==> config.mk <==
export PLATFORM = sky130hd
export DESIGN_NAME = instr_fetch_unit_flat
export DESIGN_NICKNAME = d
export VERILOG_FILES = /design/src/rtl/instr_fetch_unit_if.sv /design/src/rtl/instr_fetch_unit.sv /design/src/flat_wrapper.sv
export SDC_FILE = /design/constraint.sdc
export NUM_CORES = 1
export LEC_CHECK = 0
export BUFFER_PORTS_ARGS = -buffer_cell sky130_fd_sc_hd__buf_2
export CAP_MARGIN = 25
export CORE_MARGIN = 10
export CORE_UTILIZATION = 47
export DETAILED_ROUTE_END_ITERATION = 6
export MAX_ROUTING_LAYER = met4
export PLACE_DENSITY = 0.76
export SLEW_MARGIN = 20
export SYNTH_ARGS = -nofsm -noshare
export SYNTH_HDL_FRONTEND = slang
export SYNTH_SLANG_ARGS = --single-unit
==> constraint.sdc <==
create_clock -name clk -period 17.9 [get_ports clk]
set_input_delay 1.79 -clock clk [delete_from_list [all_inputs] [get_ports clk]]
set_output_delay 1.79 -clock clk [all_outputs]
set_load 0.05 [all_outputs]
==> src/rtl/instr_fetch_unit_if.sv <==
// Instruction-memory read bus: single-outstanding req/ack handshake.
// master = fetch unit side, slave = instruction memory side.
interface instr_fetch_unit_if #(
   parameter int ADDR_W = 32
);
   logic              imem_req;
   logic [ADDR_W-1:0] imem_addr;
   logic              imem_ack;
   logic [31:0]       imem_rdata;

   modport master (
      output imem_req,
      output imem_addr,
      input  imem_ack,
      input  imem_rdata
   );

   modport slave (
      input  imem_req,
      input  imem_addr,
      output imem_ack,
      output imem_rdata
   );
endinterface

==> src/rtl/instr_fetch_unit.sv <==
// Instruction fetch front end: fetch PC, one-outstanding imem handshake,
// DEPTH-entry instruction buffer and decode-field split for the control unit.
// Optional feature macro: FETCH_COUNT_EN adds pop (fetch_cnt) and redirect
// (flush_cnt) counters as extra output ports.
module instr_fetch_unit #(
   parameter int                ADDR_W   = 32,
   parameter logic [ADDR_W-1:0] RESET_PC = '0,
   parameter int                DEPTH    = 2
) (
   input  logic                 clk,
   input  logic                 rst,
   instr_fetch_unit_if.master   imem_bus,
   input  logic                 PCSrc,
   input  logic [ADDR_W-1:0]    branch_target,
   input  logic                 stall,
   output logic                 instr_valid,
   output logic [31:0]          Instr,
   output logic [ADDR_W-1:0]    PC,
   output logic [ADDR_W-1:0]    PCPlus8,
   output logic [3:0]           Cond,
   output logic [1:0]           Op,
   output logic [5:0]           Funct,
   output logic [3:0]           Rd
`ifdef FETCH_COUNT_EN
   ,
   output logic [31:0]          fetch_cnt,
   output logic [15:0]          flush_cnt
`endif
);

   localparam int                PTR_W   = $clog2(DEPTH);
   localparam int                CNT_W   = PTR_W + 1;
   localparam logic [CNT_W-1:0]  DEPTH_C = CNT_W'(DEPTH);

   typedef enum logic [1:0] {
      IDLE  = 2'd0,
      REQ   = 2'd1,
      FLUSH = 2'd2
   } state_t;

   state_t            state;
   logic              req_q;
   logic [ADDR_W-1:0] addr_q;
   logic [ADDR_W-1:0] fpc;
   logic [ADDR_W-1:0] fpc_inc;
   logic [ADDR_W-1:0] target;

   logic [31:0]       buf_instr [DEPTH];
   logic [ADDR_W-1:0] buf_addr  [DEPTH];
   logic [PTR_W-1:0]  wr_ptr;
   logic [PTR_W-1:0]  rd_ptr;
   logic [CNT_W-1:0]  count;
   logic [CNT_W-1:0]  count_next;

   logic              ack;
   logic              push;
   logic              pop;
   logic              unused_tgt_bits;

   assign imem_bus.imem_req  = req_q;
   assign imem_bus.imem_addr = addr_q;

   assign ack     = imem_bus.imem_ack && req_q;
   assign push    = ack && (state == REQ) && !PCSrc;
   assign pop     = instr_valid && !stall && !PCSrc;
   assign fpc_inc = fpc + ADDR_W'(4);
   assign target  = {branch_target[ADDR_W-1:2], 2'b00};
   assign unused_tgt_bits = ^branch_target[1:0];

   // Buffer occupancy after this edge; a redirect empties the buffer.
   always_comb begin
      count_next = count;
      if (PCSrc)
         count_next = '0;
      else if (push && !pop)
         count_next = count + CNT_W'(1);
      else if (!push && pop)
         count_next = count - CNT_W'(1);
   end

   // Fetch FSM: owns fetch PC and the registered imem request/address.
   // In FLUSH the old address stays on the bus while fpc already holds the
   // redirect target, so the dropped response cannot disturb the new stream.
   always_ff @(posedge clk or negedge rst) begin
      if (!rst) begin
         state  <= IDLE;
         req_q  <= 1'b0;
         addr_q <= RESET_PC;
         fpc    <= RESET_PC;
      end else if (PCSrc) begin
         fpc <= target;
         if (state == IDLE || ack) begin
            state  <= REQ;
            req_q  <= 1'b1;
            addr_q <= target;
         end else begin
            state <= FLUSH;
         end
      end else begin
         case (state)
            IDLE: begin
               if (count_next < DEPTH_C) begin
                  state  <= REQ;
                  req_q  <= 1'b1;
                  addr_q <= fpc;
               end
            end
            REQ: begin
               if (ack) begin
                  fpc <= fpc_inc;
                  if (count_next < DEPTH_C) begin
                     addr_q <= fpc_inc;
                  end else begin
                     state <= IDLE;
                     req_q <= 1'b0;
                  end
               end
            end
            FLUSH: begin
               if (ack) begin
                  state  <= REQ;
                  addr_q <= fpc;
               end
            end
            default: begin
               state <= IDLE;
               req_q <= 1'b0;
            end
         endcase
      end
   end

   // Buffer pointers and occupancy.
   always_ff @(posedge clk or negedge rst) begin
      if (!rst) begin
         wr_ptr <= '0;
         rd_ptr <= '0;
         count  <= '0;
      end else if (PCSrc) begin
         wr_ptr <= '0;
         rd_ptr <= '0;
         count  <= '0;
      end else begin
         if (push)
            wr_ptr <= wr_ptr + PTR_W'(1);
         if (pop)
            rd_ptr <= rd_ptr + PTR_W'(1);
         count <= count_next;
      end
   end

   // Buffer storage; contents are only observed through valid entries.
   always_ff @(posedge clk) begin
      if (push) begin
         buf_instr[wr_ptr] <= imem_bus.imem_rdata;
         buf_addr[wr_ptr]  <= addr_q;
      end
   end

   // Head entry presentation, zeroed when the buffer is empty.
   always_comb begin
      instr_valid = (count != '0);
      Instr       = instr_valid ? buf_instr[rd_ptr] : '0;
      PC          = instr_valid ? buf_addr[rd_ptr]  : '0;
      PCPlus8     = instr_valid ? buf_addr[rd_ptr] + ADDR_W'(8) : '0;
      Cond        = Instr[31:28];
      Op          = Instr[27:26];
      Funct       = Instr[25:20];
      Rd          = Instr[15:12];
   end

`ifdef FETCH_COUNT_EN
   // Free-running wrap-around counters of pops and redirects.
   always_ff @(posedge clk or negedge rst) begin
      if (!rst) begin
         fetch_cnt <= '0;
         flush_cnt <= '0;
      end else begin
         if (pop)
            fetch_cnt <= fetch_cnt + 32'd1;
         if (PCSrc)
            flush_cnt <= flush_cnt + 16'd1;
      end
   end
`endif

endmodule

==> src/flat_wrapper.sv <==
// flat-port wrapper written by rule: the top's interface ports become plain ports
module instr_fetch_unit_flat 
#(
   parameter int                ADDR_W   = 32,
   parameter logic [ADDR_W-1:0] RESET_PC = '0,
   parameter int                DEPTH    = 2
)
  (clk, rst, PCSrc, branch_target, stall, instr_valid, Instr, PC, PCPlus8, Cond, Op, Funct, Rd, imem_bus_imem_req, imem_bus_imem_addr, imem_bus_imem_ack, imem_bus_imem_rdata);
  instr_fetch_unit_if #(.ADDR_W(ADDR_W)) imem_bus_i ();
  input  logic clk;
  input  logic rst;
  input  logic PCSrc;
  input  logic [ADDR_W-1:0] branch_target;
  input  logic stall;
  output logic instr_valid;
  output logic [31:0] Instr;
  output logic [ADDR_W-1:0] PC;
  output logic [ADDR_W-1:0] PCPlus8;
  output logic [3:0] Cond;
  output logic [1:0] Op;
  output logic [5:0] Funct;
  output logic [3:0] Rd;
  output wire logic [$bits(imem_bus_i.imem_req)-1:0] imem_bus_imem_req;
  output wire logic [$bits(imem_bus_i.imem_addr)-1:0] imem_bus_imem_addr;
  input wire logic [$bits(imem_bus_i.imem_ack)-1:0] imem_bus_imem_ack;
  input wire logic [$bits(imem_bus_i.imem_rdata)-1:0] imem_bus_imem_rdata;
  assign imem_bus_imem_req = imem_bus_i.imem_req;
  assign imem_bus_imem_addr = imem_bus_i.imem_addr;
  assign imem_bus_i.imem_ack = imem_bus_imem_ack;
  assign imem_bus_i.imem_rdata = imem_bus_imem_rdata;
  instr_fetch_unit #(.ADDR_W(ADDR_W), .RESET_PC(RESET_PC), .DEPTH(DEPTH)) u_core (.clk(clk), .rst(rst), .imem_bus(imem_bus_i), .PCSrc(PCSrc), .branch_target(branch_target), .stall(stall), .instr_valid(instr_valid), .Instr(Instr), .PC(PC), .PCPlus8(PCPlus8), .Cond(Cond), .Op(Op), .Funct(Funct), .Rd(Rd));
endmodule
==> run_results.csv <==
group,metric,value,unit
floorplanning,die_area,27600,sq um
place,gp_congestion,0.876,
floorplanning,die_h,166,microns
critical_path,crit_path_max_incr_delay,830,ps
drt,wl_per_cell,20.1,microns
global_routing,grt_pass1_wl,41300,microns
floorplanning,fp-row-count,53,
sta,max_freq,0.171,GHz
yosys,synth_top_family_by_area,"simple AND/OR/NAND/NOR gates",
power,powerDensity,190,nW/um^2
power,irDropWorstVdd,0.000103,V
yosys,ys.flop_type,"edfxtp_1",
drt,first_pass_iters,5,
yosys,ys_types,73,
sta,rsz0062_at_grt,"false",
drt,vias_per_cell,5.64,
drt,routed-via-count,7482,
final_layout,syn_to_final_growth,16.2,%
critical_path,slowest_stage,"buf_4",
yosys,synth_xor_area_share,4.53,%
final_layout,final_cells,1326,
final_layout,final_common_cell,"buf_2",
critical_path,crit_required,16110,ps
clock_network,clkLatencyLatePin,440,ps
drt,remaining_drc_errors,0,
critical_path,cp_num_buf_inv,2,
global_routing,antenna_found_initial,0,
critical_path,reg2reg_slack,14580,ps
yosys,synth_seq_cells,194,
yosys,netlist_area,10100,sq um
critical_path,reg2reg_from,"u_core.state[0]",
critical_path,worstPathCellList,"buf_4 -> nand3_1 -> a211oi_4 -> nand2_2 -> nor4_2 -> mux2_1 -> buf_2",
critical_path,critPathLaunchType,"register",
sta,drv_slew,0,
clock_network,cts-root-buf,"clkbuf_16",
place,port_buffers,212,
final_layout,antenna_cells,0,
yosys,synthAdderAreaFrac,0.373,%
yosys,yosysWarnings,0,
worst_hold_path,min_from,"u_core.imem_bus.imem_addr[18]",
global_routing,grt_max_degree,85,
critical_path,cp_top_family,"buffers and inverters",
yosys,synth_cells,876,
clock_network,cts.repair.resized,0,
run_status,status,"finished clean",
clock_network,htreeDepth,4,
place,dp.cells,1294,
global_routing,grt_use_total,19.1,%
clock_network,cts_tree,"done",
flow_run,drv_cap,0,
sta,tightest_slew,1030,ps
sta,fin_setup_tns,0,ps
critical_path,reg2reg_to,"u_core.imem_bus.imem_addr[16]",
floorplanning,io_pins,215,
final_layout,finalNetCount,1110,
place,place_area,11100,sq um
drt,wl,26600,microns
floorplanning,core_region_area,21000,sq um
yosys,synth.area.mux_share,9.99,%
global_routing,grt_pass1_vias,7251,
critical_path,cp_max_fo,69,
floorplanning,die_x,166,microns
yosys,yosysSeqAreaShare,54.5,%
clock_network,cts.sink_count,194,
sta,period_needed,5850,ps
sta,final_hold_viol_count,0,
drt,drtIter0Drc,678,
yosys,synth-simple-area-share,16.5,%
clock_network,cts.path.max_buffers,2,
drt,drtAntennaViolNets,0,
critical_path,critical_path_class,"register to output pin",
global_routing,overflow,0,
power,p_leak,4.51,nW
final_layout,final_cell_mix,"212 x buf_2, 126 x edfxtp_1, 104 x nor2_1, 67 x dfrtp_1, 63 x mux2i_1",
clock_network,post_cts_buffers,0,
yosys,synth-async-reset-ratio,35.1,%
place,dp_hpwl,19200,microns
sta,setup_viol,0,
clock_network,cts_inserted_buffers,17,
critical_path,critPathCaptureType,"output pin",
clock_network,clk_pin_slew,70,ps
clock_network,holdBufCountCts,0,
yosys,syn_area_per_cell,11.5,sq um
worst_hold_path,whs_path_depth,0,
yosys,synth-edff-count,126,
critical_path,r2r_cells,7,
yosys,synth_compound_area_share,9.17,%
final_layout,drive_gt1_share,29.4,%
sta,timing.slew.headroom,30.9,%
yosys,synth_nets,948,
sta,period_share,32.7,%
final_layout,num-fill-cells,1821,
final_layout,fin_area,11700,sq um
floorplanning,start_util,47.8,%
worst_hold_path,hold_class,"register to register",
worst_hold_path,worstHoldEndpoint,"u_core.buf_addr[1][18]",
sta,clock_skew,14.5,ps
critical_path,worst_ep_arrival_time,4060,ps
per-stage QoR:
| stage | setup WS [ps] | util [%] | hold slack [ps] | power, W |
|---|---|---|---|---|
| final | 12050 | 55.6 | 488 | 0.00222 |
| after global routing | 11740 | 55.6 | 518 | 0.00233 |
| after CTS | 11990 | 55.6 | 488 | 0.00224 |
| after detailed placement | 12460 | 52.8 | 473 | 0.00186 |
| after global placement | 12490 | 52.8 | 467 | 0.00184 |
| after floorplan | 10620 | - | 525 | 0.00160 |
registers in the layout, indices dropped and copies added (netlist names):
register / count
u_core.count: 2
u_core.imem_bus.imem_addr: 31
u_core.wr_ptr: 1
u_core.rd_ptr: 1
u_core.fpc: 30
u_core.buf_instr: 64
u_core.buf_addr: 62
u_core.state: 2
u_core.imem_bus.imem_req: 1
final cells by class:
type / count / area, sq um / area share [%]
Clock inverter: 15 / 164 / 1.40
Inverter: 13 / 48.8 / 0.418
Timing Repair Buffer: 220 / 1120 / 9.60
Clock buffer: 17 / 425 / 3.64
Sequential cell: 194 / 5490 / 47.0
Multi-Input combinational cell: 592 / 4090 / 35.0
Tap cell: 275 / 344 / 2.94
worst max-delay path by stage:
stage	cells after the start	startpoint	to
2_1_floorplan	4	PCSrc	u_core.buf_addr[0][10]
6_report	7	u_core.rd_ptr	PCPlus8[30]
3_5_place_dp	7	u_core.rd_ptr	PCPlus8[30]
3_3_place_gp	7	u_core.rd_ptr	PCPlus8[30]
4_1_cts	7	u_core.rd_ptr	PCPlus8[30]
5_1_grt	7	u_core.rd_ptr	PCPlus8[30]
logic make-up after synthesis:
kind of cell / Yosys count
and+or+nand+nor: 311
xor gates and xnor gates: 52
buffers and inverters: 90
adders and majority gates: 3
muxes: 95
DFF: 194
AOI/OAI and AO/OA: 131
per-layer routing:
layer  up-vias  global-route usage [%]  routed length, microns
met4         0                    4.12                     228
met5         -                       -                       0
met1      3609                    24.4                   11900
met2       321                    29.8                   12500
li1       3534                       -                       -
met3        18                    5.30                    2050
report_power, final:
group	switching [W]	internal (W)	total (W)
registers	0.0000835	0.000575	0.000659
logic	0.000904	0.000280	0.00118
clock network	0.000178	0.000199	0.000377
cell usage after synthesis, drive strengths merged (7+ instances only):
master	count	area (sq um)
nor2	104	390
nand3b	11	108
or3	8	50.1
edfxtp	126	3780
nand3	29	165
and2	12	75.1
nand4	21	159
buf	50	343
nand2	46	183
nand2b	9	56.3
nor3	22	110
o31a	10	87.6
xnor2	42	368
nor4	21	144
mux2i	65	667
a31oi	7	43.8
inv	13	48.8
clkbuf	27	103
o21ai	39	195
mux2	30	338
dfrtp	68	1700
xor2	10	87.6
a21oi	21	105
o31ai	12	90.1
worst register-to-register path: cells and delay by family, from the launching register on:
kind	cells	cell delay, ps
simple gates	2	830
compound gates	1	240
mux	2	860
buf+inv	2	670
flops	1	600
No activity file was read; power rests on OpenSTA's default activity.
